File: src/rtl/shift_pkg.sv
// Shared widths, FSM/direction encodings and bit-reverse helper for shift_arb.
// Latency: none (package). Backpressure: n/a.
package shift_pkg;

   localparam int DW = 32;
   localparam int SW = 5;

   typedef enum logic {EMPTY = 1'b0, FULL = 1'b1} state_e;
   typedef enum logic {LEFT = 1'b0, RIGHT = 1'b1} dir_e;

   function automatic logic [DW-1:0] bitrev(input logic [DW-1:0] x);
      logic [DW-1:0] r;
      r = '0;
      for (int i = 0; i < DW; i++) r[i] = x[DW-1-i];
      return r;
   endfunction

endpackage

File: src/rtl/shift_core.sv
// Logarithmic left shifter: one 2:1 mux stage per shift-amount bit.
// Latency: 0 (combinational). Backpressure: none.
module shift_core #(
   parameter int DW = shift_pkg::DW,
   parameter int SW = shift_pkg::SW
) (
   input  logic [DW-1:0] data,
   input  logic [SW-1:0] amt,
   output logic [DW-1:0] res
);

   logic [DW-1:0] stg [0:SW];

   assign stg[0] = data;

   for (genvar i = 0; i < SW; i++) begin : g_stage
      assign stg[i+1] = amt[i] ? (stg[i] << (1 << i)) : stg[i];
   end

   assign res = stg[SW];

endmodule

File: src/rtl/shift_arb.sv
// Two requesters round-robin arbitrated onto one shifter; right shifts when SHIFT_ARB_RIGHT_EN is defined.
// Latency: 1 cycle. Backpressure: in*_ready low while result held and out_ready low.
module shift_arb #(
   parameter int DW = shift_pkg::DW,
   parameter int SW = shift_pkg::SW
) (
   input  logic          clk,
   input  logic          rst_n,
   input  logic          in0_valid,
   output logic          in0_ready,
   input  logic [DW-1:0] in0_data,
   input  logic [SW-1:0] in0_amt,
   input  logic          in0_dir,
   input  logic          in1_valid,
   output logic          in1_ready,
   input  logic [DW-1:0] in1_data,
   input  logic [SW-1:0] in1_amt,
   input  logic          in1_dir,
   output logic          out_valid,
   input  logic          out_ready,
   output logic [DW-1:0] out_res,
   output logic          out_id
);

   import shift_pkg::*;

   state_e        state_q;
   logic [DW-1:0] res_q;
   logic          id_q;
   logic          ptr_q;

   logic          can_accept;
   logic          gnt1;
   logic          accept;
   logic [DW-1:0] sel_dat;
   logic [SW-1:0] sel_amt;
   logic [DW-1:0] core_in;
   logic [DW-1:0] core_res;
   logic [DW-1:0] res_d;

   assign out_valid  = (state_q == FULL);
   assign out_res    = res_q;
   assign out_id     = id_q;
   assign can_accept = !out_valid | out_ready;

   // Pointer only matters when both requesters compete.
   assign gnt1      = in1_valid & (!in0_valid | ptr_q);
   assign in0_ready = rst_n & can_accept & in0_valid & !gnt1;
   assign in1_ready = rst_n & can_accept & gnt1;
   assign accept    = in0_ready | in1_ready;

   assign sel_dat = gnt1 ? in1_data : in0_data;
   assign sel_amt = gnt1 ? in1_amt  : in0_amt;

`ifdef SHIFT_ARB_RIGHT_EN
   dir_e sel_dir;
   assign sel_dir = dir_e'(gnt1 ? in1_dir : in0_dir);
   // Right shift reuses the left shifter by mirroring operand and result.
   assign core_in = (sel_dir == RIGHT) ? bitrev(sel_dat) : sel_dat;
   assign res_d   = (sel_dir == RIGHT) ? bitrev(core_res) : core_res;
`else
   logic unused_dir;
   assign unused_dir = in0_dir ^ in1_dir;
   assign core_in    = sel_dat;
   assign res_d      = core_res;
`endif

   shift_core #(.DW(DW), .SW(SW)) u_core (
      .data (core_in),
      .amt  (sel_amt),
      .res  (core_res)
   );

   always_ff @(posedge clk or negedge rst_n) begin
      if (!rst_n) begin
         state_q <= EMPTY;
         res_q   <= '0;
         id_q    <= 1'b0;
         ptr_q   <= 1'b0;
      end else begin
         case (state_q)
            EMPTY: begin
               if (accept) begin
                  state_q <= FULL;
                  res_q   <= res_d;
                  id_q    <= gnt1;
                  ptr_q   <= !gnt1;
               end
            end
            FULL: begin
               if (accept) begin
                  res_q <= res_d;
                  id_q  <= gnt1;
                  ptr_q <= !gnt1;
               end else if (out_ready) begin
                  state_q <= EMPTY;
               end
            end
            default: state_q <= EMPTY;
         endcase
      end
   end

endmodule

File: config.mk
export PLATFORM = sky130hd
export DESIGN_NAME = shift_arb
export DESIGN_NICKNAME = d
export VERILOG_FILES = /design/src/rtl/shift_pkg.sv /design/src/rtl/shift_core.sv /design/src/rtl/shift_arb.sv
export SDC_FILE = /design/constraint.sdc
export NUM_CORES = 1
export LEC_CHECK = 0
export CORE_ASPECT_RATIO = 0.7
export CORE_MARGIN = 2
export CORE_UTILIZATION = 54
export CTS_BUF_LIST = sky130_fd_sc_hd__clkbuf_4 sky130_fd_sc_hd__clkbuf_8 sky130_fd_sc_hd__clkbuf_16
export DETAILED_ROUTE_END_ITERATION = 8
export PLACE_DENSITY = 0.89
export SYNTH_ARGS = -nofsm -noshare
export SYNTH_HDL_FRONTEND = slang
export SYNTH_SLANG_ARGS = --single-unit
File: constraint.sdc
create_clock -name clk -period 5.03 [get_ports clk]
set_input_delay 0.503 -clock clk [delete_from_list [all_inputs] [get_ports clk]]
set_output_delay 0.503 -clock clk [all_outputs]
set_load 0.01 [all_outputs]
After elaboration in Yosys (flattened, before gate mapping)
Index checks and enable logic that the tools add are counted.
- register bits after elaboration: 35
- word-level logic and storage cells: 30
- multiplexer cells: 14
- bitwise operators: 9
- reduce and logical (&&, ||, !) cells: 3
- operators with widths (kind ; count):
    2-to-1 mux 32 bit ; 7
    bitwise AND 1 bit ; 5
    2-to-1 mux 1 bit ; 5
    2-to-1 mux 5 bit ; 1
    zero test 1 bit ; 3
    bitwise OR 1 bit ; 3
    case mux 1 bit (2 select lines) ; 1
    NOT 1 bit ; 1

Depth between registers and ports, before layout
Gate-level depths: netlist of run 1.
- depth in word-level cells: 10
- mapped depth: 9
- gate-level depth less buffers: 6

By module
Synthesis of run 1 repeated with hierarchy kept, for this count alone.
- cell total of the unflattened synthesis: 306
- area total of the unflattened synthesis: 3578.4 um2
- modules (own cells, without submodules) (module ; times used ; cells an instance ; area an instance (um2) ; sequential area each (um2)):
    shift_arb ; 1 ; 123 ; 1804.2 ; 875.8
    shift_core ; 1 ; 183 ; 1774.2 ; 0.0

Worst setup path before layout of run 1
No wires, ideal clock.
- path type: input -> register
- from: in in0_amt[1]
- to: reg res_q[23] (netlist: out_res[23])
- library setup time: 0.126 ns
- arrival: 2.111 ns
- required time: 4.904 ns
- path slack: 2.793 ns
- stages: 8
- buffers on the path: 3
- path through: clkbuf_2 buf_4 buf_6 mux2i_1 mux2i_1 mux2_4 mux2_2 a221o_1
- word-level cells in the longest chain between the ends: 6
- RTL lines (what ; line ; RTL):
    start, declared ; shift_arb.sv:12 ; input logic [SW-1:0] in0_amt,
    2-to-1 mux 5 bit ; shift_arb.sv:53 ; assign sel_amt = gnt1 ? in1_amt : in0_amt;
    2-to-1 mux 32 bit (4 in a row) ; shift_core.sv:17 ; assign stg[i+1] = amt[i] ? (stg[i] << (1 << i)) : stg[i];
    2-to-1 mux 32 bit ; shift_arb.sv:83, shift_arb.sv:91 ;
    end signal, assigned ; shift_arb.sv:85 ; res_q <= res_d;
    end signal, assigned ; shift_arb.sv:92 ; res_q <= res_d;
    end, declared ; shift_arb.sv:28 ; logic [DW-1:0] res_q;
No other way between the ends. The select of a mux whose other input is x is not followed.
A chain may end at the register's enable or synchronous reset.

Worst setup path in the final report of run 1
- from: in in0_amt[1]
- to: reg res_q[25] (netlist: out_res[25])
Same word-level chain as after synthesis.

==> impl_results.md, run 1 <==
- Status: finished, final reports clean
- CP max FO: 21
- CTS sink cnt: 35
- Fillers: 602
- CTS buffer count: 5
- Synth Flop Type: dfrtp_1
- CTS max path bufs: 2
- Number of DRC markers in iteration 0: 721
- Max-Cap Viols: 0
- Final antenna-violating net count: 0
- Leakage: 2.10 nW
- Drt drc: 0
- Hold crit path type: reg2reg
- Final Net Count: 660
- Crit path time final: 3.43 ns
- Setup CP Type: in2reg
- #FFs+latches synth: 35
- Antenna violations before repair: 0
- Synth unique cells: 64
- DP Area: 5280 sq um
- Postcts setup bufs: 0
- Core ar.: 7420 sq um
- Power per cell area: 261 nW/um^2
- Die Width: 110 microns
- Critical path's slowest cell: clkdlybuf4s50_1
- Final core occ: 72.3%
- Slew Viols, Final: 0
- Synth Net Count: 583
- RSZ-0062 raised after global routing: no
- Worst skew pair latency: 0.29 ns
- Proportion of layout cells with a drive suffix above 1: 10.0%
- CTS root buf: clkbuf_8
- Pin count of the biggest net entering global routing: 63
- Slew margin rel.: 26.8%
- Final setup TNS: 0 ns
- Sequential fraction of the synthesis area: 20.8%
- FMAX: 292 MHz
- Clock edge transition at the registers on the reported setup and hold paths: 0.08 ns
- Drt pass-1 iters: 7
- Async SR Flop Fraction: 100%
- CP arrival: 3.58 ns
- Final period utilization: 68.2%
- Die H: 77.9 microns
- # setup viols final: 0
- Top Ports: 117
- Die area: 8530 sq um
- Layout area overhead: 27.5%
- Maximum vdd drop: 0.190 mV
- Avg WL per Cell: 21.6 microns
- Row cnt: 26
- GRT Util Overall: 34.0%
- YS warnings: 0
- CTS Hold Bufs: 0
- DP HPWL: 10.9 mm
- GPL Wtd Cong: 0.973
- DRT Wirelength: 14.6 mm
- Post-synth EDFFs: 0
- CTS resizes: 0
- Vias in the first global route: 4354
- Cell Chain, Critical Path: clkdlybuf4s50_1 > buf_4 > mux2_2 > o21ai_0 > mux2i_1 > a222oi_1 > o311ai_0
- Synth Instances: 502
- Most frequent cells in the layout: clkdlybuf4s50_1 (112), mux2i_1 (63), nand2_1 (48), o211ai_1 (45), nand4_1 (37)
- Critical Path Source Type: input port
- Slew @ Worst Pin: 1.09 ns
- Initial core utilization: 56.7%
- Most common cell after layout, fill and taps aside: clkdlybuf4s50_1
- Hold slack: 0.491 ns
- CP peak stage delay: 1.19 ns
- CTS tree: yes
- Area of the multi-input gates: 3050 sq um
- Htree depth: 2
- Critical Path RT: 5.18 ns
- Synthesized area per cell: 8.38 sq um
- Register Area: 876 sq um
- Clock Skew: 0.00526 ns
- Total global routing overflow: 0
- Vias per cell: 7.10
- Endpoints failing hold: 0
- Antenna cell count: 0
- CP Capture Type: flip-flop
- Design Area, Final: 5370 sq um
- PortBufs: 114
- First-pass GRT wire length: 22.9 mm
- Total chip power: 1.40 mW
- Vias: 4814
- Synthesized area: 4210 sq um
[worst paths after layout]
path | slack [ns] | end | startpoint | cells past startpoint
max reg2reg | 1.97 | out_res[23] | ptr_q | 6
min | 0.49 | out_res[2] | out_res[2] | 2
max | 1.60 | out_res[25] | in0_amt[1] | 7
min in group asynchronous | 0.63 | out_res[14] | rst_n | 2
min reg2reg | 0.49 | out_res[2] | out_res[2] | 2
max in group asynchronous | 4.06 | out_res[18] | rst_n | 2
[registers in the layout, indices dropped and copies added (netlist names)]
name	cells
out_res	32
out_id	1
out_valid	1
ptr_q	1
[worst max-delay path, delay by kind of cell]
| family | cells | cell delay (ns) |
|---|---|---|
| AO/OA/AOI/OAI | 3 | 1.02 |
| buffers and inverters | 2 | 1.51 |
| multiplexers | 2 | 0.55 |
[report_power, final]
group,internal [mW],switching [mW],total [mW]
registers,0.351,0.0449,0.396
clock network,0.0948,0.109,0.204
logic,0.367,0.433,0.799
total,0.813,0.587,1.40
[layer usage]
metal  vias up  track usage (%)  wire length, microns
met1      2264             50.6                  6290
met2       351             50.2                  6140
met5         -                0                     0
met3        36             6.55                  1870
met4         0             8.35                   306
li1       2163                -                     -
[stage by stage]
stage,cells,setup WS [ns]
after floorplan,502,2.79
after global placement,670,1.48
after detailed placement,670,1.37
after CTS,678,1.67
after global routing,678,1.45
final,678,1.60
[layout make-up]
class                   instances  area share, %
inverters                       2          0.140
flip-flops and latches         35           16.3
clock inverters                 3          0.280
well taps                      98           2.29
clock buffers                   5           1.28
multi-input cells             408           56.8
repair buffers                127           22.9
[synth_stat cells (7+ instances only)]
library cell   n  area [sq um]
mux2i_1       63           631
nand2_1       48           180
o211ai_1      45           338
nand4_1       37           231
dfrtp_1       35           876
clkbuf_1      24          90.1
buf_2         23           115
nand3_1       22           110
nand4b_1      19           166
mux2_2        17           191
o21ai_0       17          85.1
nor2_1        15          56.3
a211o_1       12           105
a22oi_1        9          67.6
a21oi_1        7          35.0
[cell families after synthesis]
family                 Yosys count  synth area share (%)
AO/OA/AOI/OAI                  143                  25.2
AND/OR/NAND/NOR                178                  23.9
multiplexers                    87                  23.1
buffers and inverters           59                  6.96
flip-flops                      35                  20.8
No activity file was read; power rests on OpenSTA's default activity.
==> inputs of run 2 (changes only) <==
- CORE_UTILIZATION: 54 -> 45
- PLACE_DENSITY: 0.89 -> 0.79
- clock period: 5.03 -> 2.8 ns (I/O delays scaled with it)
==> run 2 against run 1 <==
Setup slack got worse by 1.3 ns. Power up 110%. Utilization shrank 8.4 points. Worst hold slack lost 0.015 ns. Cell area is 8.2% higher. Combinational power increased by 94%. Non-clock buffer count is 32 higher. Largest cell class unchanged. Via count increased by 1.2%.
==> impl_results.md, run 2 (synthesis gave the netlist of run 1 again) <==
- Slew Viols, Final: 0
- Seq pwr share: 24.4%
- Htree depth: 2
- Leakage: 2.33 nW
- CTS resizes: 0
- FMAX: 402 MHz
- Drt drc: 0
- Final Net Count: 692
- CTS buffer count: 5
- CTS root buf: clkbuf_16
- # setup viols final: 0
- Antenna cell count: 0
- Die H: 84.9 microns
- Design Area, Final: 5800 sq um
- Slew margin rel.: 61.0%
- Final period utilization: 88.8%
- PortBufs: 114
- Most common cell after layout, fill and taps aside: clkdlybuf4s50_1
- CTS tree: yes
- GRT Util Overall: 31.1%
- DRT Wirelength: 15.9 mm
- CTS max path bufs: 2
- DP HPWL: 12.4 mm
- Status: finished, final reports clean
- Final core occ: 64.0%
- Crit path time final: 2.49 ns
- Vias: 4872
- Switching pwr: 1.12 mW
- Initial core utilization: 46.4%
- Clock power share: 22.6%
- Top Ports: 117
- Drt pass-1 iters: 7
- Final worst slack: 0.312 ns
- Layout area overhead: 37.9%
- CP Capture Type: flip-flop
- Maximum vdd drop: 0.383 mV
- CTS sink cnt: 35
- CP max FO: 15
- Setup WS pre-CTS: 0.0502 ns
- DP Area: 5630 sq um
- Worst skew pair latency: 0.29 ns
- Hold crit path type: reg2reg
- CTS Hold Bufs: 0
- Number of DRC markers in iteration 0: 655
- Proportion of layout cells with a drive suffix above 1: 14.7%
- Critical Path RT: 3.00 ns
- Die Width: 120 microns
- Slew @ Worst Pin: 0.585 ns
- Vias per cell: 6.62
- Vias in the first global route: 4522
- Total global routing overflow: 0
- Power per cell area: 505 nW/um^2
- Final setup TNS: 0 ns
- Endpoints failing hold: 0
- Gate power share: 52.9%
- Max FFs per register: 32
- Clock edge transition at the registers on the reported setup and hold paths: 0.05 ns
- Avg WL per Cell: 21.7 microns
- CP arrival: 2.69 ns
- Int Power: 1.81 mW
- Die area: 10200 sq um
- Setup CP Type: in2reg
- GPL Wtd Cong: 0.941
- Row cnt: 29
- Antenna violations before repair: 0
- Final antenna-violating net count: 0
- Clock Skew: 0.00456 ns
- RSZ-0062 raised after global routing: no
- Critical Path Source Type: input port
- Max-Cap Viols: 0
- Sw Share: 38.1%
- Most frequent cells in the layout: clkdlybuf4s50_1 (112), mux2i_1 (63), nand2_1 (48), o211ai_1 (45), buf_4 (39)
- Pin count of the biggest net entering global routing: 54
- Core ar.: 9070 sq um
- Postcts setup bufs: 0
- First-pass GRT wire length: 25.0 mm
## run 2: cell types whose count changed in the layout (fill, tap and decap cells not counted), sizes merged
cell,delta
clkbuf,+1
clkinv,-2
bufinv,+1
buf,+32
## run 2: path summary, 6_finish.rpt
| check | slack (ns) | endpoint | cells past startpoint | startpoint |
|---|---|---|---|---|
| min in group asynchronous | 0.49 | out_res[15] | 2 | rst_n |
| max in group asynchronous | 1.98 | out_res[22] | 2 | rst_n |
| worst max-delay path | 0.31 | out_res[12] | 8 | in0_valid |
| worst min register to register | 0.48 | out_res[15] | 2 | out_res[15] |
| worst max register to register | 0.33 | out_res[12] | 7 | ptr_q |
| worst min-delay path | 0.48 | out_res[15] | 2 | out_res[15] |
## run 2: layer usage
| layer | part of all wire, % | wire [microns] | GRT usage [%] | vias up |
|---|---|---|---|---|
| met5 | 0 | 0 | 0 | - |
| met4 | 2.1 | 331 | 5.88 | 0 |
| met1 | 47 | 7440 | 48.8 | 2303 |
| met3 | 9.9 | 1580 | 5.11 | 35 |
| met2 | 41 | 6600 | 44.8 | 301 |
| li1 | - | - | - | 2233 |
## run 2: area by class of cell
class | instances | area [sq um]
fill | 761 | 3270
clock buffer | 6 | 139
inverter | 2 | 7.51
tap | 124 | 155
multi-input combinational | 408 | 3050
sequential | 35 | 876
clock inverter | 2 | 35.0
timing repair buffer | 159 | 1540
## run 2: critical path, stage by stage
cell and delay, ns:
clkdlybuf4s50_1 0.54, nand2b_2 0.22, nand2_2 0.32, a21oi_2 0.13
buf_4 0.21, o41ai_1 0.52, o21ai_0 0.24, o21ai_0 0.21
## run 2: through the flow
stage | power, mW | std cells | hold WS [ns]
2_1_floorplan | 1.52 | 502 | -0.0156
3_3_place_gp | 2.23 | 728 | 0.464
3_5_place_dp | 2.24 | 728 | 0.471
4_1_cts | 2.91 | 736 | 0.475
5_1_grt | 3.07 | 736 | 0.503
6_report | 2.93 | 736 | 0.475
## run 2: power by group through the flow
stage / combinational (mW) / clock [mW] / sequential, mW
2_1_floorplan: 0.752 / 0 / 0.763
3_3_place_gp: 1.51 / 0 / 0.716
3_5_place_dp: 1.52 / 0 / 0.719
4_1_cts: 1.53 / 0.665 / 0.714
5_1_grt: 1.65 / 0.692 / 0.729
6_report: 1.55 / 0.663 / 0.716
==> inputs of run 3 (changes only) <==
- GPL_TIMING_DRIVEN: not set -> 0
==> run 3 against run 2 <==
The flow now finishes with violations (negative hold slack, negative setup slack). First-iteration DRC count rose by 8.7%. Critical path type unchanged. Utilization fell by 1.3 points. Via count rose by 8.7%. Sequential cell count did not move. Power fell by 2.4%. Clock power fell by 15%.
==> impl_results.md, run 3 (synthesis gave the netlist of run 1 again) <==
- Total chip power: 2.86 mW
- DP HPWL: 15.2 mm
- Top Ports: 117
- Switching pwr: 1.18 mW
- Vias: 5296
- CP arrival: 2.98 ns
- Failing checks: negative hold slack, negative setup slack
- CP Capture Type: flip-flop
- DRT Wirelength: 19.3 mm
- Number of DRC markers in iteration 0: 712
- Clock power share: 19.6%
- Sw Share: 41.4%
- Proportion of layout cells with a drive suffix above 1: 14.2%
- Antenna violations before repair: 0
- Leakage: 2.25 nW
- CTS tree: yes
- Setup WS pre-CTS: -0.366 ns
- Critical Path Source Type: input port
- Row cnt: 29
- Final period utilization: 101%
- CTS root buf: clkbuf_16
- Initial core utilization: 46.4%
- Htree depth: 2
- Int Power: 1.68 mW
- # setup viols final: 1
- Layout area overhead: 35.0%
- Max-Cap Viols: 0
- Power per cell area: 503 nW/um^2
- Status: finished, violations left
- Crit path time final: 2.82 ns
- Vias in the first global route: 5083
- Core ar.: 9070 sq um
- GRT Util Overall: 37.8%
- Drt drc: 0
- Drt pass-1 iters: 6
- Most frequent cells in the layout: clkdlybuf4s50_1 (110), mux2i_1 (63), nand2_1 (46), o211ai_1 (45), nand4_1 (37)
- Slew @ Worst Pin: 0.732 ns
- Endpoints failing hold: 35
- Cell Chain, Critical Path: clkdlybuf4s50_1 > clkbuf_2 > clkbuf_1 > nand4_1 > nand4_1 > mux2i_1 > a32o_1 > a221o_1
- Setup CP Type: in2reg
- Antenna cell count: 0
- CP max FO: 10
- Hold crit path type: in2async
- CP peak stage delay: 0.56 ns
- Clock Skew: 0.00189 ns
- Total global routing overflow: 0
- Vias per cell: 7.12
- Final antenna-violating net count: 0
- Worst skew pair latency: 0.29 ns
- Avg WL per Cell: 26.0 microns
- Clock edge transition at the registers on the reported setup and hold paths: 0.05 ns
- Most common cell after layout, fill and taps aside: clkdlybuf4s50_1
- Critical path's slowest cell: clkdlybuf4s50_1
- Maximum vdd drop: 0.392 mV
- Seq pwr share: 24.8%
- Gate power share: 55.5%
- Final worst slack: -0.0150 ns
- Die H: 84.9 microns
- PortBufs: 111
- Worst reg-to-reg path cell count: 9
- CTS sink cnt: 35
- Die Width: 120 microns
- Hold slack: -0.0268 ns
- RSZ-0062 raised after global routing: yes
- Max FFs per register: 32
- Critical Path RT: 2.97 ns
- CTS buffer count: 5
- Slew margin rel.: 51.2%
- CP dominant cell by count: nand4_1
- CTS max path bufs: 2
- Die area: 10200 sq um
- FMAX: 355 MHz
- Final Net Count: 701
- First-pass GRT wire length: 29.5 mm
- Pin count of the biggest net entering global routing: 38
- Slew Viols, Final: 0
- GPL Wtd Cong: 1.03
==> run 3: repair_timing <==
action,in CTS,in global routing
buffers inserted,0,2
hold buffers,0,0
setup endpoints to repair,4,21
gates cloned,0,0
gates resized for setup,3,19
pin swaps,0,1
==> run 3: critical path: cells and delay by family <==
kind / cells / cell delay (ns)
buf+inv: 3 / 1.46
mux: 1 / 0.21
compound gates: 2 / 0.58
simple gates: 2 / 0.46
==> run 3: power by group through the flow <==
| stage | Clock [mW] | Combinational, mW | Sequential (mW) |
|---|---|---|---|
| 6_report | 0.562 | 1.59 | 0.709 |
| 5_1_grt | 0.586 | 1.67 | 0.720 |
| 4_1_cts | 0.559 | 1.52 | 0.707 |
| 3_5_place_dp | 0 | 1.51 | 0.716 |
| 3_3_place_gp | 0 | 1.50 | 0.709 |
| 2_1_floorplan | 0 | 0.752 | 0.763 |
==> run 3: per-layer routing <==
layer	wire, microns	vias to the layer above	track usage (%)
li1	-	2252	-
met4	677	0	12.7
met1	8450	2543	54.8
met5	0	-	0
met2	7640	442	52.4
met3	2560	59	12.6
==> run 3: area by class of cell <==
| type | instances | area [sq um] |
|---|---|---|
| tap | 124 | 155 |
| inverter | 2 | 7.51 |
| timing repair buffer | 113 | 1140 |
| sequential | 35 | 876 |
| clock buffer | 6 | 139 |
| buffer | 55 | 287 |
| fill | 824 | 3390 |
| multi-input combinational | 408 | 3080 |
| clock inverter | 1 | 5.00 |
==> run 3: per-stage QoR <==
step	std cells	area, sq um	TNS, ns	hold slack, ns	utilization (%)
finish	744	5680	-0.0150	-0.0268	62.6
global route	744	5680	0	0.0213	62.6
CTS	742	5620	0	0.104	62.0
detailed placement	737	5470	-4.23	0.405	60.3
global placement	737	5480	-29.08	0.461	60.4
floorplan	502	4210	0	-0.0156	-
==> run 3: final timing paths <==
| check | from | endpoint | slack [ns] |
|---|---|---|---|
| min in group clk | out_id | out_id | 0.47 |
| max reg2reg | ptr_q | out_res[23] | 0.22 |
| min reg2reg | out_id | out_id | 0.47 |
| max in group asynchronous | rst_n | out_res[7] | 2.49 |
| min | rst_n | out_valid | -0.03 |
| max | in1_amt[0] | out_res[23] | -0.02 |
